===== src/rtl/encoder_pkg.sv =====
// Shared state encoding and helper functions for the
// scanning priority encoder.
package encoder_pkg;

  typedef enum logic {
    IDLE = 1'b0,
    SCAN = 1'b1
  } state_e;

  function automatic int clog2(input int n);
    int r;
    r = 0;
    for (int i = 0; i < 31; i++) begin
      if ((1 << i) < n) r = i + 1;
    end
    if (r < 1) r = 1;
    return r;
  endfunction

  function automatic logic [6:0] popcount(input logic [63:0] v);
    logic [6:0] c;
    c = '0;
    for (int i = 0; i < 64; i++) begin
      c = c + 7'(v[i]);
    end
    return c;
  endfunction

endpackage


===== src/rtl/prio_find_nbit.sv =====
// Combinational N-bit priority search: index of the
// highest-priority set bit plus an any-set flag.
module prio_find_nbit
  import encoder_pkg::*;
#(
  parameter int N         = 8,
  parameter int MSB_FIRST = 1,
  localparam int W        = clog2(N)
) (
  input  logic [N-1:0] req_i,
  output logic [W-1:0] idx_o,
  output logic         any_o
);

  always_comb begin
    idx_o = '0;
    any_o = |req_i;
    if (MSB_FIRST != 0) begin
      for (int i = 0; i < N; i++) begin
        if (req_i[i]) idx_o = W'(i);
      end
    end else begin
      for (int i = N - 1; i >= 0; i--) begin
        if (req_i[i]) idx_o = W'(i);
      end
    end
  end

endmodule


===== src/rtl/encoder_scan_nbit.sv =====
// Scanning priority encoder: loads a request vector and
// emits one index beat per set bit, in priority order.
module encoder_scan_nbit
  import encoder_pkg::*;
#(
  parameter int N         = 8,
  parameter int MSB_FIRST = 1,
  localparam int W        = clog2(N)
) (
  input  logic         clk,
  input  logic         rst,
  input  logic         load_valid,
  output logic         load_ready,
  input  logic [N-1:0] load_data,
  input  logic         flush,
  output logic         out_valid,
  input  logic         out_ready,
  output logic [W-1:0] out_idx,
  output logic         out_last,
  output logic [W:0]   remain,
  output logic         none
);

  state_e       state_q, state_d;
  logic [N-1:0] pend_q, pend_d;
  logic         none_q, none_d;
  logic [W-1:0] idx;
  logic         any;
  logic [N-1:0] clr;
  logic [6:0]   cnt;

  prio_find_nbit #(
    .N         (N),
    .MSB_FIRST (MSB_FIRST)
  ) u_find (
    .req_i (pend_q),
    .idx_o (idx),
    .any_o (any)
  );

  always_comb begin
    cnt = popcount(64'(pend_q));
    clr = '0;
    for (int i = 0; i < N; i++) begin
      clr[i] = any && (idx == W'(i));
    end
  end

  always_ff @(posedge clk) begin
    if (rst) begin
      state_q <= IDLE;
      pend_q  <= '0;
      none_q  <= 1'b0;
    end else begin
      state_q <= state_d;
      pend_q  <= pend_d;
      none_q  <= none_d;
    end
  end

  // In IDLE a load beats a simultaneous flush.
  always_comb begin
    state_d = state_q;
    pend_d  = pend_q;
    none_d  = 1'b0;
    case (state_q)
      IDLE: begin
        if (load_valid) begin
          if (|load_data) begin
            pend_d  = load_data;
            state_d = SCAN;
          end else begin
            none_d = 1'b1;
          end
        end
      end
      SCAN: begin
        if (flush) begin
          pend_d  = '0;
          state_d = IDLE;
        end else if (out_ready) begin
          pend_d = pend_q & ~clr;
          if (cnt == 7'd1) state_d = IDLE;
        end
      end
      default: state_d = IDLE;
    endcase
  end

  always_comb begin
    load_ready = (state_q == IDLE);
    out_valid  = (state_q == SCAN);
    out_idx    = idx;
    out_last   = (cnt == 7'd1);
    remain     = cnt[W:0];
    none       = none_q;
  end

endmodule


===== config.mk =====
export PLATFORM = sky130hd
export DESIGN_NAME = encoder_scan_nbit
export DESIGN_NICKNAME = d
export VERILOG_FILES = /design/src/rtl/encoder_pkg.sv /design/src/rtl/prio_find_nbit.sv /design/src/rtl/encoder_scan_nbit.sv
export SDC_FILE = /design/constraint.sdc
export NUM_CORES = 1
export LEC_CHECK = 0
export ABC_CLOCK_PERIOD_IN_PS = 5820
export CORE_MARGIN = 2
export CORE_UTILIZATION = 48
export DETAILED_ROUTE_END_ITERATION = 8
export PLACE_DENSITY = 0.83
export SLEW_MARGIN = 20
export SYNTH_ARGS = -nofsm -noshare
export SYNTH_HDL_FRONTEND = slang
export SYNTH_SLANG_ARGS = --single-unit

===== constraint.sdc =====
create_clock -name clk -period 5.82 [get_ports clk]
set_input_delay 1.455 -clock clk [delete_from_list [all_inputs] [get_ports clk]]
set_output_delay 1.455 -clock clk [all_outputs]
set_load 0.01 [all_outputs]

# == Yosys cells after proc, flatten, opt, wreduce, memory -nomap -nowiden ==
# Index checks and enable logic that the tools add are counted.
# classes
n_reduce_logical,13
n_addsub,7
bitwise_logic,4
n_eq_ne,11
mux,19
# op_table
cell,count
$mux W8,4
$pmux W8 S2,1
$reduce_or A8 Y1,2
$eq A3 B3 Y1 const B,4
$mux W3,4
$and A8 B8 Y8,1
$logic_and A1 B1 Y1,8
$not A8 Y8,1
$add A6 B1 Y7,1
$add A7 B1 Y7,1
$eq A7 B1 Y1 const B,1
$mux W1,7
$add A5 B1 Y6,1
$eq A3 B2 Y1 const B,2
$add A4 B1 Y5,1
$add A3 B1 Y4,1
$mux W2,2
$add A2 B1 Y3,1
$eq A3 B1 Y1 const B,1
$logic_not A3 Y1,1
$ne A3 B3 Y1 const B,1
$reduce_and A3 Y1,1
$reduce_or A3 Y1,1
$add A1 B1 Y2,1
other kinds (4),5
# totals
register_bits,10
elab_cells,57
out_inout_bits,11
inputBits,13

# == Longest topological paths before layout ==
# Gate-level depths: netlist of run 1.
# logic_depth
depth_word,14
depth_mapped,13

# == Modules after synthesis ==
# From an unflattened synthesis of run 1, not the netlist that was laid out.
# hier_totals
cells_unflattened,99
area_unflattened_um2,879.6
# by_module_without_submodules
module,seq_area_each_um2,instances,cells_each,area_each_um2
encoder_scan_nbit,200.2,1,87,813.3
prio_find_nbit,0.0,1,12,66.3

# == Worst setup path before layout of run 1 ==
# OpenSTA, ideal clock, no wires.
# synth_path
path_kind,register to output
startpoint,register pend_q[0]
endpoint,output out_last
required_time_ns,4.365
path_buffers,0
path_stages_with_launch,11
t_arrival_ns,2.954
setup_slack_ns,1.411
cell_sequence,dfxtp_1 > fa_1 > inv_1 > fa_1 > fa_1 > inv_1 > ha_1 > inv_1 > fa_1 > nand2_1 > a211oi_1
# synth_between
elab_chain_cells,8
# synth_rtl
element,line,rtl
"start, declared",encoder_scan_nbit.sv:25,"logic [N-1:0] pend_q, pend_d;"
"start signal, assigned",encoder_scan_nbit.sv:56,pend_q <= pend_d;
$add A1 B1 Y2,encoder_pkg.sv:24,c = c + 7'(v[i]);
$add A2 B1 Y3,encoder_pkg.sv:24,
$add A3 B1 Y4,encoder_pkg.sv:24,
$add A4 B1 Y5,encoder_pkg.sv:24,
$add A5 B1 Y6,encoder_pkg.sv:24,
$add A6 B1 Y7,encoder_pkg.sv:24,
$add A7 B1 Y7,encoder_pkg.sv:24,
$eq A7 B1 Y1,encoder_scan_nbit.sv:94,out_last = (cnt == 7'd1);
"end, declared",encoder_scan_nbit.sv:19,"output logic out_last,"
# Every way passes these cells.

# == Worst setup path after layout of run 1 ==
# layout_path
startpoint,register pend_q[3]
endpoint,output out_last
# layout_between
elab_chain_cells,6
# layout_rtl
element,line
$add A3 B1 Y4,encoder_pkg.sv:24
$add A4 B1 Y5,encoder_pkg.sv:24
$add A5 B1 Y6,encoder_pkg.sv:24
$add A6 B1 Y7,encoder_pkg.sv:24
$add A7 B1 Y7,encoder_pkg.sv:24
$eq A7 B1 Y1,encoder_scan_nbit.sv:94
# Every way passes these cells.

==> impl_results.md, run 1 <==
- Worst path required time: ~4400 ps
- Worst-case hold slack: 540 ps
- Cts hold-fix bufs: 0
- TritonCTS clock tree: done
- Chip height: ~43 um
- Logic pwr share: 0.411
- Fin cells: about 130
- Distinct cells, synth: 27
- Run status: finished clean
- Relative contribution of the clock network to total power: 0.263
- Antenna cell count: 0
- Placeable core region: 1470 um^2
- Post-route clock period utilization: 0.906
- Sequential area share after synthesis: 0.274
- Estimated wirelength of the detail-placed design: 1410 um
- Max_cap viols: 0
- Final worst slack: 545 ps
- Most repeated library cell on the critical path: sky130_fd_sc_hd__fa_1
- Count of routing violations after the opening detailed-route iteration: 13
- Yosys warning count: 0
- Antenna-violating nets left: 0
- Leakage power of the design: 0.421 nW
- First-pass GRT wire length: 3010 um
- # H-tree levels: 1
- DR WL met2: 925 um
- Number of remaining DRC errors: 0
- Data arrival time of the critical path: 3820 ps
- RePlAce Congestion: 0.778
- Top post-synthesis cells by count: sky130_fd_sc_hd__inv_1, sky130_fd_sc_hd__a21oi_1, sky130_fd_sc_hd__dfxtp_1
- Critical path capture point type: output port
- Post-synth top area share: 0.274
- Top area cells in the synthesized netlist: sky130_fd_sc_hd__dfxtp_1, sky130_fd_sc_hd__fa_1, sky130_fd_sc_hd__inv_1
- CTS root buf: sky130_fd_sc_hd__clkbuf_4
- Gates resized, CTS repair: 0
- Highest Signal Layer: met4
- Slowest cell on crit path: sky130_fd_sc_hd__clkdlybuf4s50_1
- Bufs and invs on worst path: 4
- Setup TNS: 0 ps
- Tmin final: ~5300 ps
- Count of input and output buffers: 23
- Starting Density: 0.497
- Achievable clock frequency: 0.190 GHz
- Prevailing post-synth register cell: sky130_fd_sc_hd__dfxtp_1
- Post-Route M1 WL: 694 um
- Number of pins exceeding their max-slew limit in the final report: 0
- Synth Instances: between 90 and 100
- Total number of vias: 756
- Reg clk slew, reported paths: 70 ps
- Row Count: 14
- Placement Setup Slack: 820 ps
- Maximum number of buffers from clock root to sink: 2
- DR WL/cell: around 13 um
- First-pass detailed-route iteration total: 4
- Crit path cell chain: fa_1 -> inv_1 -> fa_1 -> fa_1 -> inv_1 -> ha_1 -> inv_1 -> fa_1 -> nand2_1 -> a211oi_1 -> clkdlybuf4s50_1
- Worst clock skew on the final layout: 0.255 ps
- Synthesized flop and latch total: 10
- Num Clock Sinks: 10
- RSZ-0062 raised after global routing: false
- VDD IR-drop max: ~180 uV
- Share of synthesized registers carrying an async set or reset: 0
- Top Ports: 24
- Total wire length after detailed routing: 1750 um
- Startpoint-to-endpoint class of the critical path: reg2out
- Internal Pwr Total: 0.000163 W
- Placed Cells: 130
- Final hold violation count: 0
- Per-cell via count in the routed design: 5.64
- Critical Path Start Type: flop
- Fraction of layout instances using a drive strength above 1: 0.0763
- CP Max Fanout: 6
- Vias in the first global route: 740
- Leading area contributor after synthesis: sky130_fd_sc_hd__dfxtp_1
- Switching portion of total power: 0.320
- Sequential group share of total power: 0.326
- Number of clock buffers inserted by TritonCTS: 3
- Overall die width: 43.0 um
- Initial antenna violation count: 0
- Cell with the most instances after synthesis: sky130_fd_sc_hd__inv_1
- Overall routing resource usage: 0.219
- Worst slew pin tran: 615 ps
- Relative area change from synthesis to final layout: 38.2%
- Slowest stage delay, CP: 600 ps
- EDFF count, synth: 0
- Cell family with the largest share of critical-path delay: adder cells
- Clock insertion delay at the later pin of the skew report: 270 ps
- Net count after synthesis: ~110
- Pin count of the biggest net entering global routing: 11
- Cell Pwr Density: roughly 240 nW/um^2
- Overflow left after global routing: 0
- P_sw: 0.0000769 W
- Total met3 wirelength after detailed routing: 95 um
- Die footprint: 1850 um^2
- Net count, final: 140
- Hold/Removal Path Class: reg2reg
- Mean post-synth cell area: roughly 8 um^2
- Setup violation total in the final timing report: 0
- Combined area of all synthesized cells: 731 um^2
- Buffers inserted during post-CTS setup optimization: 0
- Slew margin rel.: 0.589
-- power by group through the flow --
stage	Clock, W	Combinational (W)	Sequential (W)
after CTS	0.0000632	0.000100	0.0000781
after global placement	0	0.0000970	0.0000794
final	0.0000633	0.0000988	0.0000783
after detailed placement	0	0.0000993	0.0000796
after global routing	0.0000656	0.000109	0.0000789
after floorplan	0	0.0000545	0.0000783
-- worst paths after layout --
path / slack, ps / from / cells past startpoint / endpoint
max: 540 / pend_q[3] / 11 / out_last
min: 540 / pend_q[1] / 2 / pend_q[1]
max reg2reg: 2480 / pend_q[3] / 13 / out_valid
min reg2reg: 540 / pend_q[1] / 2 / pend_q[1]
-- tightest hold or removal path, cell delays in order, from the launching register on --
cell,delay [ps]
sky130_fd_sc_hd__dfxtp_1,350
sky130_fd_sc_hd__o21ai_0,90
sky130_fd_sc_hd__a21oi_1,60
-- layout make-up --
class	instances	area (um^2)
clock buffer	4	36.3
fill	136	462
inverter	15	56.3
multi-input combinational	66	467
sequential	10	200
tap	16	20.0
timing repair buffer	23	230
-- through the flow --
| stage | cell area [um^2] | power (W) | utilization |
|---|---|---|---|
| after floorplan | 731 | 0.000133 | - |
| after global placement | 973 | 0.000176 | 0.662 |
| after detailed placement | 973 | 0.000179 | 0.662 |
| after CTS | 1010 | 0.000241 | 0.686 |
| after global routing | 1010 | 0.000254 | 0.686 |
| final | 1010 | 0.000240 | 0.686 |
-- sequential cells by signal, indices dropped and copies added, names as in the netlist --
| name | cells |
|---|---|
| pend_q | 8 |
| none | 1 |
| out_valid | 1 |
-- routing by layer --
metal,up-vias,GRT usage
li1,366,-
met1,354,0.234
met5,-,0
met2,32,0.394
met4,0,0.170
met3,4,0.0128
-- cell usage in the layout, fill, tap and decap left out, types with 2 or more instances in the layout --
master / n
sky130_fd_sc_hd__ha_1: 4
sky130_fd_sc_hd__o21ai_0: 8
sky130_fd_sc_hd__nor4_1: 2
sky130_fd_sc_hd__nand2_1: 8
sky130_fd_sc_hd__a21oi_1: 11
sky130_fd_sc_hd__nor3_1: 2
sky130_fd_sc_hd__clkbuf_4: 3
sky130_fd_sc_hd__clkdlybuf4s50_1: 23
sky130_fd_sc_hd__nand2b_1: 2
sky130_fd_sc_hd__dfxtp_1: 10
sky130_fd_sc_hd__fa_1: 4
sky130_fd_sc_hd__a211oi_1: 2
sky130_fd_sc_hd__inv_1: 15
sky130_fd_sc_hd__nor2_1: 9
-- logic make-up (layout without fill, tap and decap cells) --
group	Yosys count	in the layout	share of synthesized area
AOI/OAI and AO/OA	29	29	0.259
and+or+nand+nor	28	28	0.190
buffers and inverters	17	42	0.0873
DFF	10	10	0.274
adders and majority gates	8	8	0.178
xor gates and xnor gates	1	1	0.0120
No activity file was read; power rests on OpenSTA's default activity.
==> run 2: changes to the inputs <==
--- a/config.mk
+++ b/config.mk
@@ -10,6 +10,7 @@
 export CORE_UTILIZATION = 48
 export DETAILED_ROUTE_END_ITERATION = 8
 export PLACE_DENSITY = 0.83
+export SKIP_LAST_GASP = 1
 export SLEW_MARGIN = 20
 export SYNTH_ARGS = -nofsm -noshare
 export SYNTH_HDL_FRONTEND = slang
==> results of run 2 <==
Same layout as run 1: the final DEF is identical, and so are final timing and power.
